File: config.mk
export PLATFORM = sky130hd
export DESIGN_NAME = addsub_seq_ctrl
export DESIGN_NICKNAME = d
export VERILOG_FILES = /design/src/rtl/addsub_pkg.sv /design/src/rtl/addsub_slice4.sv /design/src/rtl/addsub_seq_ctrl.sv
export SDC_FILE = /design/constraint.sdc
export NUM_CORES = 1
export LEC_CHECK = 0
export CORE_ASPECT_RATIO = 1.75
export CORE_MARGIN = 3
export CORE_UTILIZATION = 44
export DETAILED_ROUTE_END_ITERATION = 16
export PLACE_DENSITY_LB_ADDON = 0.15
export SETUP_SLACK_MARGIN = 0.5
export SLEW_MARGIN = 20
export SYNTH_ARGS = -nofsm -noshare
export SYNTH_HDL_FRONTEND = slang
export SYNTH_SLANG_ARGS = --single-unit
File: constraint.sdc
create_clock -name clk -period 2.3 [get_ports clk]
set_input_delay 0.46 -clock clk [delete_from_list [all_inputs] [get_ports clk]]
set_output_delay 0.46 -clock clk [all_outputs]
set_load 0.05 [all_outputs]
File: src/rtl/addsub_pkg.sv
// Shared definitions for the nibble-serial add/sub sequencer: slice width,
// controller state encoding and the operation-length helper.
package addsub_pkg;

    localparam int NIBBLE_W = 4;

    typedef enum logic [1:0] {
        IDLE = 2'd0,
        RUN  = 2'd1,
        DONE = 2'd2
    } state_t;

    // Number of slice passes needed to cover an operand of the given width.
    function automatic int calc_nibbles(input int width);
        return width / NIBBLE_W;
    endfunction

endpackage

File: src/rtl/addsub_slice4.sv
// 4-bit ripple add/sub slice. b is inverted when sub=1; the caller supplies
// the +1 of the two's complement through cin on the first nibble.
// c3 is the carry into bit 3, exposed so the caller can form signed overflow.
module addsub_slice4
    import addsub_pkg::*;
(
    input  logic [NIBBLE_W-1:0] a,
    input  logic [NIBBLE_W-1:0] b,
    input  logic                sub,
    input  logic                cin,
    output logic [NIBBLE_W-1:0] s,
    output logic                cout,
    output logic                c3
);

    logic [NIBBLE_W-1:0] w_bx;
    logic [NIBBLE_W-1:0] w_low;

    assign w_bx  = b ^ {NIBBLE_W{sub}};
    // Lower three bits plus their carry out, which is the carry into bit 3.
    assign w_low = {1'b0, a[2:0]} + {1'b0, w_bx[2:0]} + {3'b000, cin};
    assign c3    = w_low[3];
    assign s     = {a[3] ^ w_bx[3] ^ c3, w_low[2:0]};
    assign cout  = (a[3] & w_bx[3]) | (c3 & (a[3] ^ w_bx[3]));

endmodule

File: src/rtl/addsub_seq_ctrl.sv
// Nibble-serial WIDTH-bit add/sub sequencer built around one 4-bit slice.
// Operands are captured on accept, processed LSB nibble first with a
// registered carry, and the result is held until the consumer takes it.
// Optional feature macro: ADDSUB_OVF_EN adds the signed-overflow output ovf.
module addsub_seq_ctrl
    import addsub_pkg::*;
#(
    parameter int WIDTH = 8
)
(
    input  logic             clk,
    input  logic             rst,
    input  logic             in_valid,
    output logic             in_ready,
    input  logic [WIDTH-1:0] a,
    input  logic [WIDTH-1:0] b,
    input  logic             sub,
    output logic             out_valid,
    input  logic             out_ready,
    output logic [WIDTH-1:0] result,
    output logic             cout
`ifdef ADDSUB_OVF_EN
    ,
    output logic             ovf
`endif
);

    localparam int NIBBLES = calc_nibbles(WIDTH);
    localparam int IDX_W   = (NIBBLES > 1) ? $clog2(NIBBLES) : 1;
    localparam logic [IDX_W-1:0] LAST_IDX = IDX_W'(NIBBLES - 1);

    if (((WIDTH % NIBBLE_W) != 0) || (WIDTH < NIBBLE_W)) begin : g_width_check
        $fatal(1, "addsub_seq_ctrl: WIDTH must be a multiple of 4 and >= 4");
    end

    state_t              r_state;
    state_t              w_state_nxt;
    logic [IDX_W-1:0]    r_idx;
    logic                r_carry;
    logic [WIDTH-1:0]    r_a;
    logic [WIDTH-1:0]    r_b;
    logic                r_sub;
    logic [WIDTH-1:0]    r_result;
    logic                r_cout;

    logic [NIBBLE_W-1:0] w_a_nibs [NIBBLES];
    logic [NIBBLE_W-1:0] w_b_nibs [NIBBLES];
    logic [NIBBLE_W-1:0] w_a_nib;
    logic [NIBBLE_W-1:0] w_b_nib;
    logic [NIBBLE_W-1:0] w_s;
    logic                w_cout;
    logic                w_last;

    for (genvar g = 0; g < NIBBLES; g++) begin : g_nib
        assign w_a_nibs[g] = r_a[g*NIBBLE_W +: NIBBLE_W];
        assign w_b_nibs[g] = r_b[g*NIBBLE_W +: NIBBLE_W];
    end

    assign w_a_nib = w_a_nibs[r_idx];
    assign w_b_nib = w_b_nibs[r_idx];
    assign w_last  = (r_idx == LAST_IDX);

`ifdef ADDSUB_OVF_EN
    logic w_c3;
    logic r_ovf;
`else
    logic w_unused_c3;
`endif

    addsub_slice4 u_slice (
        .a    (w_a_nib),
        .b    (w_b_nib),
        .sub  (r_sub),
        .cin  (r_carry),
        .s    (w_s),
        .cout (w_cout),
`ifdef ADDSUB_OVF_EN
        .c3   (w_c3)
`else
        .c3   (w_unused_c3)
`endif
    );

    // State register.
    always_ff @(posedge clk) begin
        if (rst) begin
            r_state <= IDLE;
        end else begin
            r_state <= w_state_nxt;
        end
    end

    // Next-state logic: accept in IDLE, step through nibbles, wait for the consumer.
    always_comb begin
        w_state_nxt = r_state;
        case (r_state)
            IDLE: begin
                if (in_valid) begin
                    w_state_nxt = RUN;
                end else begin
                    w_state_nxt = IDLE;
                end
            end
            RUN: begin
                if (w_last) begin
                    w_state_nxt = DONE;
                end else begin
                    w_state_nxt = RUN;
                end
            end
            DONE: begin
                if (out_ready) begin
                    w_state_nxt = IDLE;
                end else begin
                    w_state_nxt = DONE;
                end
            end
            default: begin
                w_state_nxt = IDLE;
            end
        endcase
    end

    // Datapath: operand capture, per-nibble result/carry update, final flags.
    always_ff @(posedge clk) begin
        if (rst) begin
            r_idx    <= '0;
            r_carry  <= 1'b0;
            r_a      <= '0;
            r_b      <= '0;
            r_sub    <= 1'b0;
            r_result <= '0;
            r_cout   <= 1'b0;
`ifdef ADDSUB_OVF_EN
            r_ovf    <= 1'b0;
`endif
        end else begin
            case (r_state)
                IDLE: begin
                    if (in_valid) begin
                        r_a     <= a;
                        r_b     <= b;
                        r_sub   <= sub;
                        r_carry <= sub;
                        r_idx   <= '0;
                    end
                end
                RUN: begin
                    for (int i = 0; i < NIBBLES; i++) begin
                        if (r_idx == IDX_W'(i)) begin
                            r_result[i*NIBBLE_W +: NIBBLE_W] <= w_s;
                        end
                    end
                    r_carry <= w_cout;
                    if (w_last) begin
                        r_cout <= w_cout;
`ifdef ADDSUB_OVF_EN
                        r_ovf  <= w_c3 ^ w_cout;
`endif
                        r_idx  <= '0;
                    end else begin
                        r_idx  <= r_idx + IDX_W'(1);
                    end
                end
                default: begin
                    // DONE holds everything for the consumer.
                end
            endcase
        end
    end

    assign in_ready  = (r_state == IDLE);
    assign out_valid = (r_state == DONE);
    assign result    = r_result;
    assign cout      = r_cout;
`ifdef ADDSUB_OVF_EN
    assign ovf       = r_ovf;
`endif

endmodule

# Word-level counts from Yosys, hierarchy flattened
# Cells that the tools add are included.
# totals
ff_bits,30
input_bits,21
# classes
add_sub_neg,3
n_lt_le_gt_ge,1
eq_ne,3
mux,15
bitwise_logic,8
reduce_logical,6
# op_table
operator,n
two-way mux 4 bit,6
AND reduction 2 bit,4
one-hot mux 2 bit (3 select lines),1
adder 3 x 3 -> 4 bit,1
adder 4 x 1 -> 4 bit,1
two-way mux 1 bit,4
two-way mux 2 bit,2
one-hot mux 1 bit (2 select lines),2
XOR 4 bit,1
bitwise AND 1 bit,2
"== test 2 x 1 -> 1 bit, second input constant",1
"== test 2 bit, second input constant",1
"greater-or-equal comparator 2 bit, second input constant",1
logical NOT 2 bit,1
"inequality test 2 bit, second input constant",1
NOT 1 -> 2 bit,1
nonzero test 2 bit,1
XOR 1 bit,2
"adder 1 bit, second input constant",1
NOT 1 bit,1
OR 1 bit,1

# Logic depth before layout (Yosys ltp)
# depth
depth_word,10
ltp_mapped,10
mapped_depth_nobuf,9

# By module
# Synthesis repeated with hierarchy kept, for this count alone.
# unflattened
cells_unflattened,132
hier_area_um2,1402.6
# modules_own_cells
module,instances,cells_each,area_per_inst_um2
addsub_seq_ctrl,1,115,1242.4
addsub_slice4,1,17,160.2

# Worst setup path after synthesis
# Ideal clock, no wire load.
# synth_path
kind,flip-flop to flip-flop
from,register r_idx
to,register r_carry
arrival_ns,2.303
t_required_ns,2.165
path_slack_ns,-0.139
stages_incl_launch_ff,11
n_path_buf,1
path_cell_list,dfxtp_1 buf_4 mux2i_1 xnor2_1 ha_1 nor2b_1 o21ai_0 nand2b_1 fa_1 nor3b_1 a2111oi_4
# synth_between
elab_chain_cells,10
word_cells_on_any_way,15
# synth_lines
element,line_no,text
start: declaration,addsub_seq_ctrl.sv:38,logic [IDX_W-1:0] r_idx;
start signal: assignment,addsub_seq_ctrl.sv:162,r_idx <= r_idx + IDX_W'(1);
NOT 1 -> 2 bit (implied by the code) *,"addsub_seq_ctrl.sv:59, addsub_seq_ctrl.sv:60",
two-way mux 4 bit (implied by the code) (3 in series),addsub_seq_ctrl.sv:60,assign w_b_nib = w_b_nibs[r_idx];
XOR 4 bit,addsub_slice4.sv:19,assign w_bx = b ^ {NIBBLE_W{sub}};
adder 3 x 3 -> 4 bit,addsub_slice4.sv:21,"assign w_low = {1'b0, a[2:0]} + {1'b0, w_bx[2:0]} + {3'b000, cin};"
adder 4 x 1 -> 4 bit,addsub_slice4.sv:21,
bitwise AND 1 bit,addsub_slice4.sv:24,assign cout = (a[3] & w_bx[3]) | (c3 & (a[3] ^ w_bx[3]));
OR 1 bit *,addsub_slice4.sv:24,
net u_slice.cout,addsub_slice4.sv:12,"output logic cout,"
one-hot mux 1 bit (2 select lines) *,addsub_seq_ctrl.sv:138,case (r_state)
end signal: assignment,addsub_seq_ctrl.sv:144,r_carry <= sub;
end signal: assignment,addsub_seq_ctrl.sv:154,r_carry <= w_cout;
end: declaration,addsub_seq_ctrl.sv:39,logic r_carry;
# Mark *: on every way through the listed nets, which the timed path passes. The rest lies on a longest branch. The select of a mux whose other input is x is not followed.
# A chain may end at the register's enable or synchronous reset.

# Worst setup path after layout
# Ends and elaborated chain as after synthesis.

==> impl_metrics.csv <==
group,metric,value,unit
routing,num_vias,1026,
status,outcome,"completed",
clocking,clk_latency,270,ps
clocking,cts_tree,"built",
setup_path,worst-path-max-fanout,5,
cells_and_area,fill_cells,277,
pwr,power.ir.vdd_worst,0.487,mV
global_routing,number_of_global_route_vias_before_repair,1077,
yosys,ys_seq_elements,30,
job,timing.max_cap.violations,0,
sta,setup_violations,0,
cells_and_area,layout_common_cells,"sky130_fd_sc_hd__dfxtp_1 (28), sky130_fd_sc_hd__nor2_1 (27), sky130_fd_sc_hd__mux2i_1 (22)",
sta,worst_pin_slew,488,ps
die,start_util,46.9,%
routing,routed_wl,2710,um
yosys,synth_fp_nets,160,
setup_path,path_class,"reg -> reg",
cells_and_area,combined_area_of_the_multi_input_logic_cells,762,um2
setup_path,required_time_worst_endpoint,2450,ps
routing,wirelength_met1,952,um
cells_and_area,final_common_cell,"sky130_fd_sc_hd__dfxtp_1",
yosys,netlist.area_leader.share,42.8,%
setup_path,cp-end-kind,"flop",
clocking,cts.sinks,30,
die,chipWidth,48.7,um
sta,layout_setup_ws,109,ps
cells_and_area,final_cell_utilization_of_the_core,63.6,%
cells_and_area,postLayoutCellArea,0.00190,mm2
clocking,h-tree-depth,2,
die,dieHeight,80.7,um
die,dieArea,0.00393,mm2
pwr,design_power_total,0.00134,W
clocking,ctsRootBufferMaster,"sky130_fd_sc_hd__clkbuf_8",
global_routing,grt_antenna_before_repair,0,
placed_design,post-place-ws,29.4,ps
global_routing,maximum_number_of_pins_on_one_net_before_global_route_repair,31,
cells_and_area,final_layout_size_suffix_gt1_share,21.4,%
routing,drtAntennaViolNets,0,
sta,finClkSkew,4.04,ps
yosys,netlist_area,0.00140,mm2
placed_design,place.port_buffers,31,
sta,drv_slew,0,
placed_design,numPlacedInstances,201,
sta,final_period_minus_worst_setup_slack,2190,ps
die,io-pin-count,32,
routing,drt_pass1_iterations,3,
cells_and_area,syn2layout_area_growth,35.8,%
sta,fmax,456,MHz
min_path,worstHoldPathType,"reg -> reg",
sta,setup_repair_after_global_routing_missed_its_margin,"true",
routing,avgViaCountPerCell,4.77,
routing,routed_len_inst,12.6,um
setup_path,startpoint_type,"flop",
yosys,seq_area_frac_synth,42.8,%
cells_and_area,regArea,606,um2
sta,finalHoldViolCount,0,
pwr,power_density,702,mW/mm2
sta,period_share,95.3,%
yosys,ys.warnings.count,0,
routing,drc,0,
yosys,synthTopCellsByArea,"sky130_fd_sc_hd__dfxtp_1 (43%), sky130_fd_sc_hd__mux2i_1 (17%), sky130_fd_sc_hd__nor2_1 (7.2%)",
placed_design,gp_routability_congestion,0.775,
yosys,synth_area_per_cell,10.5,um2
routing,dr_wl_met3,108,um
placed_design,place_area,0.00174,mm2
yosys,number_of_instances_in_the_synthesized_netlist,134,
global_routing,grt_ovf,0,
yosys,netlist.top_cell.by_area,"sky130_fd_sc_hd__dfxtp_1",
routing,wl_met2,1580,um
clocking,max-clock-path-buffers,2,
cells_and_area,num_antenna_cells,0,
pwr,leakage,0.786,nW
cells_and_area,layout.nets,198,
global_routing,grt_first_pass_wirelength,4730,um
die,num_rows,26,
die,placeableCoreArea,0.00299,mm2
setup_path,crit_arrival,2340,ps
yosys,synth_cell_type_count,29,
clocking,clkTransAtPathRegs,60,ps
routing,drt_iter0_drc,7,
clocking,tritoncts.num_buffers,5,
cells_and_area,stdcell_count,215,
routing,topmost_layer_with_routed_signal_wires,"met4",
sta,max-slew-margin-rel,67.6,%
global_routing,aggregate_global_route_resource_usage,15.8,%
## per-layer routing
layer  vias to the layer above  track usage, %
li1                        522               -
met1                       472            14.9
met2                        23            30.2
met3                         9            3.53
met4                         0            9.40
met5                         -               0
## path summary, 6_finish.rpt
path / from / endpoint / slack [ps] / depth (start not counted)
worst max-delay path: r_idx / r_carry / 110 / 9
worst min-delay path: result[7] / result[7] / 450 / 2
worst max register to register: r_idx / r_carry / 110 / 9
worst min register to register: result[7] / result[7] / 450 / 2
## timing repair
action,4_1_cts,5_1_grt
pin swaps,2,1
hold buffers,0,0
resized for setup,15,6
buffers inserted,1,5
setup endpoints to repair,18,10
## cell families after synthesis
group           after synthesis  share of synthesized area (%)
fa+ha+maj                     5                           6.07
flops                        30                           42.8
buf+inv                      12                           5.89
xor+xnor                      5                           3.12
compound gates               12                           6.78
mux                          27                           19.5
simple gates                 43                           15.8
## worst max-delay path, stage by stage (launching register included)
cell and delay, ps:
sky130_fd_sc_hd__dfxtp_4 390, sky130_fd_sc_hd__mux2i_2 230, sky130_fd_sc_hd__xnor2_1 170, sky130_fd_sc_hd__ha_1 260
sky130_fd_sc_hd__nor2b_1 120, sky130_fd_sc_hd__o21ai_1 110, sky130_fd_sc_hd__nand2b_1 90, sky130_fd_sc_hd__fa_2 380
sky130_fd_sc_hd__nor3b_4 230, sky130_fd_sc_hd__a2111oi_4 70
## power breakdown
part / internal, W / total (W) / switching (W)
registers: 0.000557 / 0.000585 / 0.0000280
clock network: 0.000241 / 0.000425 / 0.000184
logic: 0.000167 / 0.000327 / 0.000161
total: 0.000964 / 0.00134 / 0.000373
## registers in the layout, indices dropped and copies added, names as in the netlist
register / cells
r_a: 8
r_b: 8
result: 8
r_state: 2
cout: 1
r_carry: 1
r_idx: 1
r_sub: 1
## stage by stage
stage | hold WS, ps | TNS, ps
4_1_cts | 454 | 0
3_5_place_dp | 449 | 0
3_3_place_gp | 444 | 0
6_report | 455 | 0
5_1_grt | 478 | -27.4
2_1_floorplan | 454 | 0
## cells in the mapped netlist (all sizes together)
master,instances
a2111oi,1
a211oi,4
a21oi,5
and2b,1
and3b,1
buf,4
clkbuf,5
dfxtp,30
fa,3
ha,2
inv,3
mux2,3
mux2i,24
nand2,6
nand2b,2
nand3b,1
nor2,27
nor2b,2
nor3b,3
o21ai,1
o21bai,1
xnor2,4
xor2,1
## cell type report
| cell class | count | share of cell area (%) |
|---|---|---|
| multi-input cells | 92 | 40.0 |
| flip-flops and latches | 30 | 31.8 |
| repair buffers | 40 | 20.0 |
| clock buffers | 7 | 4.53 |
| well taps | 42 | 2.76 |
| inverters | 3 | 0.591 |
| clock inverters | 1 | 0.263 |
No activity file was read; power rests on OpenSTA's default activity.
